[config.mk]
export PLATFORM = sky130hd
export DESIGN_NAME = tx_frame_buffer
export DESIGN_NICKNAME = d
export VERILOG_FILES = /design/src/rtl/uart_pkg.sv /design/src/rtl/buffer_mem.sv /design/src/rtl/tx_frame_buffer.sv
export SDC_FILE = /design/constraint.sdc
export NUM_CORES = 1
export LEC_CHECK = 0
export CORE_UTILIZATION = 35
export CTS_BUF_LIST = sky130_fd_sc_hd__clkbuf_4 sky130_fd_sc_hd__clkbuf_8
export DETAILED_ROUTE_END_ITERATION = 10
export HOLD_SLACK_MARGIN = 0.03
export PLACE_DENSITY = 0.66
export RECOVER_POWER = 100
export SLEW_MARGIN = 20
export SYNTH_ARGS = -nofsm -noshare
export SYNTH_HDL_FRONTEND = slang
export SYNTH_SLANG_ARGS = --single-unit
[constraint.sdc]
create_clock -name clk -period 2.2 [get_ports clk]
set_input_delay 0.44 -clock clk [delete_from_list [all_inputs] [get_ports clk]]
set_output_delay 0.44 -clock clk [all_outputs]
set_load 0.03 [all_outputs]
[src/rtl/uart_pkg.sv]
// Shared constants for the UART transmit path: buffer operating modes and
// the frame-buffer state encoding.
package uart_pkg;

    localparam int MODE_FRAME  = 0;
    localparam int MODE_STREAM = 1;

    typedef enum logic {
        FILL  = 1'b0,
        DRAIN = 1'b1
    } state_t;

endpackage

[src/rtl/buffer_mem.sv]
// DEPTH x DATA_W storage array: synchronous write, asynchronous read.
module buffer_mem #(
    parameter int DATA_W = 8,
    parameter int DEPTH  = 4,
    parameter int ADDR_W = $clog2(DEPTH)
) (
    input  logic              clk,
    input  logic              we,
    input  logic [ADDR_W-1:0] w_addr,
    input  logic [DATA_W-1:0] w_data,
    input  logic [ADDR_W-1:0] r_addr,
    output logic [DATA_W-1:0] r_data
);

    logic [DATA_W-1:0] mem [DEPTH];

    always_ff @(posedge clk) begin
        if (we) begin
            mem[w_addr] <= w_data;
        end
    end

    assign r_data = mem[r_addr];

endmodule

[src/rtl/tx_frame_buffer.sv]
// Transmit buffer feeding the UART: frame mode (fill all, then drain all) or
// plain stream FIFO, with sticky overflow/underflow flags.
module tx_frame_buffer #(
    parameter int DATA_W = 8,
    parameter int DEPTH  = 4,
    parameter int MODE   = 0
) (
    input  logic                       clk,
    input  logic                       rst_n,
    input  logic                       wr,
    input  logic [DATA_W-1:0]          w_data,
    input  logic                       rd,
    input  logic                       flush,
    input  logic                       clr_err,
    output logic [DATA_W-1:0]          r_data,
    output logic                       avail,
    output logic                       full,
    output logic                       empty,
    output logic [$clog2(DEPTH):0]     count,
    output logic                       overflow,
    output logic                       underflow
);
    import uart_pkg::*;

    localparam int PTR_W = $clog2(DEPTH);
    localparam int CNT_W = PTR_W + 1;

    logic [PTR_W-1:0]  wr_ptr;
    logic [PTR_W-1:0]  rd_ptr;
    logic [CNT_W-1:0]  cnt;
    state_t            state;
    logic [DATA_W-1:0] mem_data;

    logic is_full, is_empty;
    logic can_pop, can_wr, rd_reject;
    logic wr_ok, rd_ok, ovf_set, udf_set;

    assign is_full  = (cnt == CNT_W'(DEPTH));
    assign is_empty = (cnt == '0);

    always_comb begin
        can_pop   = 1'b0;
        can_wr    = 1'b0;
        rd_reject = 1'b0;
        if (MODE == MODE_FRAME) begin
            can_pop = (state == DRAIN);
            can_wr  = (state == FILL);
        end else begin
            // A pop in the same cycle frees the slot the write lands in.
            can_pop   = !is_empty;
            can_wr    = !is_full || (rd && can_pop);
            rd_reject = rd && is_empty;
        end
        wr_ok   = wr && can_wr && !flush;
        rd_ok   = rd && can_pop && !flush;
        ovf_set = wr && !can_wr && !flush;
        udf_set = rd_reject && !flush;
    end

    always_ff @(posedge clk or negedge rst_n) begin
        if (!rst_n) begin
            wr_ptr    <= '0;
            rd_ptr    <= '0;
            cnt       <= '0;
            state     <= FILL;
            overflow  <= 1'b0;
            underflow <= 1'b0;
        end else begin
            overflow  <= ovf_set || (overflow && !clr_err);
            underflow <= udf_set || (underflow && !clr_err);
            if (flush) begin
                wr_ptr <= '0;
                rd_ptr <= '0;
                cnt    <= '0;
                state  <= FILL;
            end else begin
                if (wr_ok) wr_ptr <= wr_ptr + PTR_W'(1);
                if (rd_ok) rd_ptr <= rd_ptr + PTR_W'(1);
                if (wr_ok && !rd_ok) cnt <= cnt + CNT_W'(1);
                else if (!wr_ok && rd_ok) cnt <= cnt - CNT_W'(1);
                if (MODE == MODE_FRAME) begin
                    if (state == FILL && wr_ok && cnt == CNT_W'(DEPTH - 1)) begin
                        state <= DRAIN;
                    end else if (state == DRAIN && rd_ok && cnt == CNT_W'(1)) begin
                        state  <= FILL;
                        wr_ptr <= '0;
                        rd_ptr <= '0;
                    end
                end
            end
        end
    end

    buffer_mem #(
        .DATA_W (DATA_W),
        .DEPTH  (DEPTH),
        .ADDR_W (PTR_W)
    ) u_mem (
        .clk    (clk),
        .we     (wr_ok),
        .w_addr (wr_ptr),
        .w_data (w_data),
        .r_addr (rd_ptr),
        .r_data (mem_data)
    );

    assign avail  = can_pop;
    assign r_data = avail ? mem_data : '0;
    assign full   = is_full;
    assign empty  = is_empty;
    assign count  = cnt;

endmodule

Yosys cells after proc, flatten, opt, wreduce, memory -nomap -nowiden
Memory sizes are Yosys's and may differ from the RTL's.
Cells that the tools add are included.
Widths: inputs -> output; s select.
{"block": "word_totals", "regBits": 10, "ramBits": 32, "inputBits": 14, "out_inout_bits": 16, "wordCells": 54, "memories": 1}
{"block": "op_classes", "addsub": 4, "n_eq_ne": 3, "mux": 17, "bitwise": 1, "reduce_logical": 22}
{"memory": "u_mem.mem", "words": 4, "word_bits": 8, "rd": 1, "rd_ports_with_merged_regs": 0, "write_ports": 1, "line_no": "buffer_mem.sv:15", "source": "logic [DATA_W-1:0] mem [DEPTH];"}
{"operator": "$mux 2", "count": 8}
{"operator": "$logic_and 1x1->1", "count": 14}
{"operator": "$mux 3", "count": 3}
{"operator": "$mux 8", "count": 1}
{"operator": "$reduce_bool 3->1", "count": 2}
{"operator": "$mux 1", "count": 5}
{"operator": "$add 2x1->2 const B", "count": 2}
{"operator": "$logic_not 1->1", "count": 4}
{"operator": "$add 3x1->3 const B", "count": 1}
{"operator": "$eq 3x1->1 const B", "count": 1}
{"operator": "$eq 3x2->1 const B", "count": 1}
{"operator": "$eq 3x3->1 const B", "count": 1}
{"operator": "$logic_not 3->1", "count": 1}
{"operator": "$sub 3x1->3 const B", "count": 1}
{"operator": "$logic_or 1x1->1", "count": 1}
{"operator": "$not 1->1", "count": 1}

Longest topological paths before layout
{"block": "depth", "word_depth": 8, "depth_mapped": 5, "mapped_depth_nobuf": 5}

Modules after synthesis
A second synthesis with hierarchy kept.
{"block": "hier_totals", "hier_cells": 119, "area_unflattened_um2": 1845.5}
{"mod": "buffer_mem", "n_inst": 1, "cells_each": 46, "area_each_um2": 1188.6, "seq_area_each_um2": 960.9}
{"mod": "tx_frame_buffer", "n_inst": 1, "cells_each": 73, "area_each_um2": 656.9, "seq_area_each_um2": 250.2}

Worst setup path after synthesis
No wires, ideal clock.
{"block": "synth_timing", "kind": "reg-to-output", "startpoint": "reg cnt[1], in the netlist count[1]", "endpoint": "out empty", "arrival_time_ns": 1.286, "required_ns": 1.760, "slack_ns": 0.474, "path_stages_with_launch": 4, "n_path_buf": 0, "path_cell_list": "dfrtp_1 inv_1 ha_1 nor2b_1"}
{"block": "synth_via", "elab_chain_cells": 1}
{"element": "from (decl)", "line_no": "tx_frame_buffer.sv:30", "source": "logic [CNT_W-1:0] cnt;"}
{"element": "from (signal assigned)", "line_no": "tx_frame_buffer.sv:79", "source": "if (wr_ok && !rd_ok) cnt <= cnt + CNT_W'(1);"}
{"element": "from (signal assigned)", "line_no": "tx_frame_buffer.sv:80", "source": "else if (!wr_ok && rd_ok) cnt <= cnt - CNT_W'(1);"}
{"element": "$logic_not 3->1", "line_no": "tx_frame_buffer.sv:39", "source": "assign is_empty = (cnt == '0);"}
{"element": "to (decl)", "line_no": "tx_frame_buffer.sv:18", "source": "output logic empty,"}
Every way passes these cells.

Worst setup path in the final report
{"block": "layout_timing", "startpoint": "reg rd_ptr[0]", "endpoint": "out r_data[2]"}
{"block": "layout_via", "elab_chain_cells": 2}
{"element": "from (decl)", "line_no": "tx_frame_buffer.sv:29", "source": "logic [PTR_W-1:0] rd_ptr;"}
{"element": "from (signal assigned)", "line_no": "tx_frame_buffer.sv:78", "source": "if (rd_ok) rd_ptr <= rd_ptr + PTR_W'(1);"}
{"element": "$mem_v2 4x8"}
{"element": "$mux 8", "line_no": "tx_frame_buffer.sv:108", "source": "assign r_data = avail ? mem_data : '0;"}
{"element": "to (decl)", "line_no": "tx_frame_buffer.sv:15", "source": "output logic [DATA_W-1:0] r_data,"}
Every way passes these cells.

==> flow_metrics.tcl <==
set metrics [dict create \
    syn_area_mm2 0.00187 \
    synth_seq_cells 42 \
    synthAdderAreaFrac_pct 6.02 \
    cts_hold_buf 0 \
    synthCells 116 \
    cp-end-kind "primary output" \
    drive_gt1_share_pct 21.3 \
    die-area_mm2 0.00564 \
    synth_top_family_by_area "multiplexers" \
    p_seq_share_pct 58.9 \
    fin_crit_sh_pct 95.6 \
    slowest_stage "mux4_2" \
    placed_cell_area_mm2 0.00235 \
    whs_endpoint "overflow" \
    num_vias 1082 \
    routed_wl_mm 3.30 \
    finalHoldViolations 0 \
    drtPass1Iterations 4 \
    dpl.cell_count 221 \
    synth_xor_area_share_pct 1.87 \
    antenna_found_initial 0 \
    initial_utilization_pct 36.4 \
    setup-tns-final_ns 0 \
    p_leak_nw 0.892 \
    setup_violations 0 \
    dp_hpwl_mm 2.41 \
    grt_max_degree 14 \
    die_h_um 75.1 \
    io_buffers 29 \
    p_sw_share_pct 23.3 \
    drc 0 \
    htreeDepth 2 \
    power_density_mw_per_mm2 648 \
    maxCapViolations 0 \
    regToRegSetupSlack_ns 0.20 \
    ys_types 26 \
    final_nets 182 \
    viasPerCell 4.70 \
    num_antenna_cells 0 \
    path_buf_inv 2 \
    fin_cells 230 \
    utilization_pct 45.4 \
    skew_ns 0.00543 \
    fin_crit_ns 2.10 \
    intPower_mw 1.16 \
    synthToLayoutAreaGrowth_pct 24.6 \
    hp-class "flip-flop to flip-flop" \
    worst_pin_slew_ns 0.563 \
    crit_arrival_ns 1.66 \
    status "complete, no violations" \
    yosysSeqAreaShare_pct 64.7 \
    grt_first_pass_wirelength_mm 5.40 \
    synth-simple-area-share_pct 9.97 \
    io_pins 30 \
    first_iter_violations 53 \
    cts_tree "built" \
    power_frac_comb_pct 10.1 \
    hold_start "overflow" \
    synth_mux_area_share_pct 10.2 \
    drv_slew 0 \
    gp_congestion 0.777 \
    clkSinkCount 42 \
    synth_compound_area_share_pct 3.81 \
    finalInstanceArea_mm2 0.00233 \
    rsz0062_at_grt "false" \
    avgSynthCellArea_um2 16.1 \
    core-area_mm2 0.00514 \
    worst_setup_path_start_kind "flip-flop" \
    yosysWarningCount 0 \
    row_count 26 \
    holdPathStages 1 \
    crit_type "flip-flop to primary output" \
    reg2reg_depth 4 \
    max_stage_delay_ns 0.49 \
    first_global_vias 1089 \
    ir_worst_vdd_mv 0.270 \
    max_freq_mhz 475 \
    r2r-start "avail" \
    relSlewSlack_pct 62.4 \
    crit_fanout 8 \
    critPathTopFamily "multiplexers" \
    numCtsBuffers 5 \
    clk_latency_ns 0.29 \
    gr-total-overflow 0 \
    die_width_um 75.1 \
    clk_path_buf_depth 2 \
    r2r_end "u_mem.mem[2][0]" \
    crit_chain "buf_12, mux4_2, and2_1, clkbuf_2" \
    clk_pin_slew_worst_paths_ns 0.08 \
    synth_nets 139 \
    root_buffer "clkbuf_8" \
    p_sw_uw 352 \
    power_frac_clock_pct 31.0 \
    antenna_left 0 \
    critPathRequiredTime_ns 1.76 \
    track_usage_pct 13.3 \
    detail_route.wl_per_cell_um 14.4 \
]
## power groups by stage
stage | sequential, mW | clock (mW) | combinational [mW]
final | 0.890 | 0.468 | 0.153
after global routing | 0.893 | 0.516 | 0.168
after CTS | 0.891 | 0.479 | 0.170
after detailed placement | 0.908 | 0 | 0.174
after global placement | 0.907 | 0 | 0.167
after floorplan | 0.916 | 0 | 0.0778
## cell usage in the layout (no fill, tap or decap), drive strengths merged
cell            n
nand4b          2
a21oi           3
and3b           1
edfxtp         32
nor3b           1
o211a           1
clkbuf         18
nor2b           2
nand2           1
or3             1
dlygate4sd2     2
inv             8
buf             7
o21a            1
clkdlybuf4s50   1
o221ai          1
o21ai           4
mux2i           1
a32o            1
clkinvlp        1
dfrtp          10
clkinv          2
ha              9
xor2            1
nand3b          2
nor2            5
mux4            8
dlygate4sd3    18
xnor2           3
and2           13
## cells in the mapped netlist
cell	count	area share [%]
o21ai_0	4	1.1
xor2_1	1	0.47
a32o_1	1	0.54
edfxtp_1	32	51
o21a_1	1	0.40
nor3b_4	1	1.0
mux2i_1	1	0.54
o211a_1	1	0.54
clkbuf_1	2	0.40
a21oi_1	3	0.80
and2_1	13	4.3
nand2_1	1	0.20
nand4b_1	2	0.94
nor2_1	5	1.0
ha_1	9	6.0
inv_1	8	1.6
xnor2_1	3	1.4
nand3b_1	2	0.80
dfrtp_1	10	13
mux4_2	8	9.6
buf_4	2	0.80
buf_6	1	0.60
nor2b_1	2	0.67
or3_1	1	0.33
o221ai_1	1	0.47
and3b_4	1	0.67
## through the flow
| stage | power (mW) | setup slack (ns) | hold slack (ns) |
|---|---|---|---|
| after floorplan | 0.994 | 0.474 | 0.144 |
| after global placement | 1.07 | -0.00186 | 0.487 |
| after detailed placement | 1.08 | -0.0220 | 0.491 |
| after CTS | 1.54 | -0.0222 | 0.481 |
| after global routing | 1.58 | 0.0153 | 0.546 |
| final | 1.51 | 0.0962 | 0.510 |
## per-layer routing
metal | routed length [µm] | vias to the layer above | share of wire [%] | GRT usage (%)
met2 | 1610 | 33 | 49 | 23.1
met4 | 34 | 0 | 1.0 | 3.77
met5 | 0 | - | 0 | 0
met1 | 1490 | 530 | 45 | 16.1
met3 | 164 | 6 | 5.0 | 3.75
li1 | - | 513 | - | -
## how the worst max path moves through the flow
stage,startpoint,to,slack [ns],cells past startpoint
2_1_floorplan,count[1],empty,0.47,3
3_3_place_gp,rd_ptr[0],r_data[0],-0.002,4
3_5_place_dp,rd_ptr[0],r_data[2],-0.02,4
4_1_cts,rd_ptr[0],r_data[2],-0.02,4
5_1_grt,rd_ptr[0],r_data[0],0.02,4
6_report,rd_ptr[0],r_data[2],0.1,4
## layout make-up
class / instances / area (µm²)
clock buffers: 5 / 68.8
clock inverters: 3 / 16.3
fillers: 490 / 2810
inverters: 8 / 30.0
multi-input cells: 61 / 584
flip-flops and latches: 42 / 1210
well taps: 70 / 87.6
repair buffers: 41 / 333
## flip-flops by register name, summed over array words and instances (netlist names)
name	count
count	3
rd_ptr	2
overflow	1
avail	1
u_mem.mem	32
wr_ptr	2
underflow	1
## what timing repair did
item | CTS | global route
gates cloned | 0 | 0
resized for setup | 40 | 2
setup endpoints to repair | 10 | 1
setup buffers | 1 | 0
pin swaps | 0 | 0
## cell families (layout without fill, tap and decap cells)
logic type / Yosys count / after routing
xor gates and xnor gates: 4 / 4
AOI/OAI and AO/OA: 11 / 11
buffers and inverters: 13 / 57
muxes: 9 / 9
and+or+nand+nor: 28 / 28
adders and majority gates: 9 / 9
DFF: 42 / 42
Note: power is estimated with default switching activity, not from simulation.
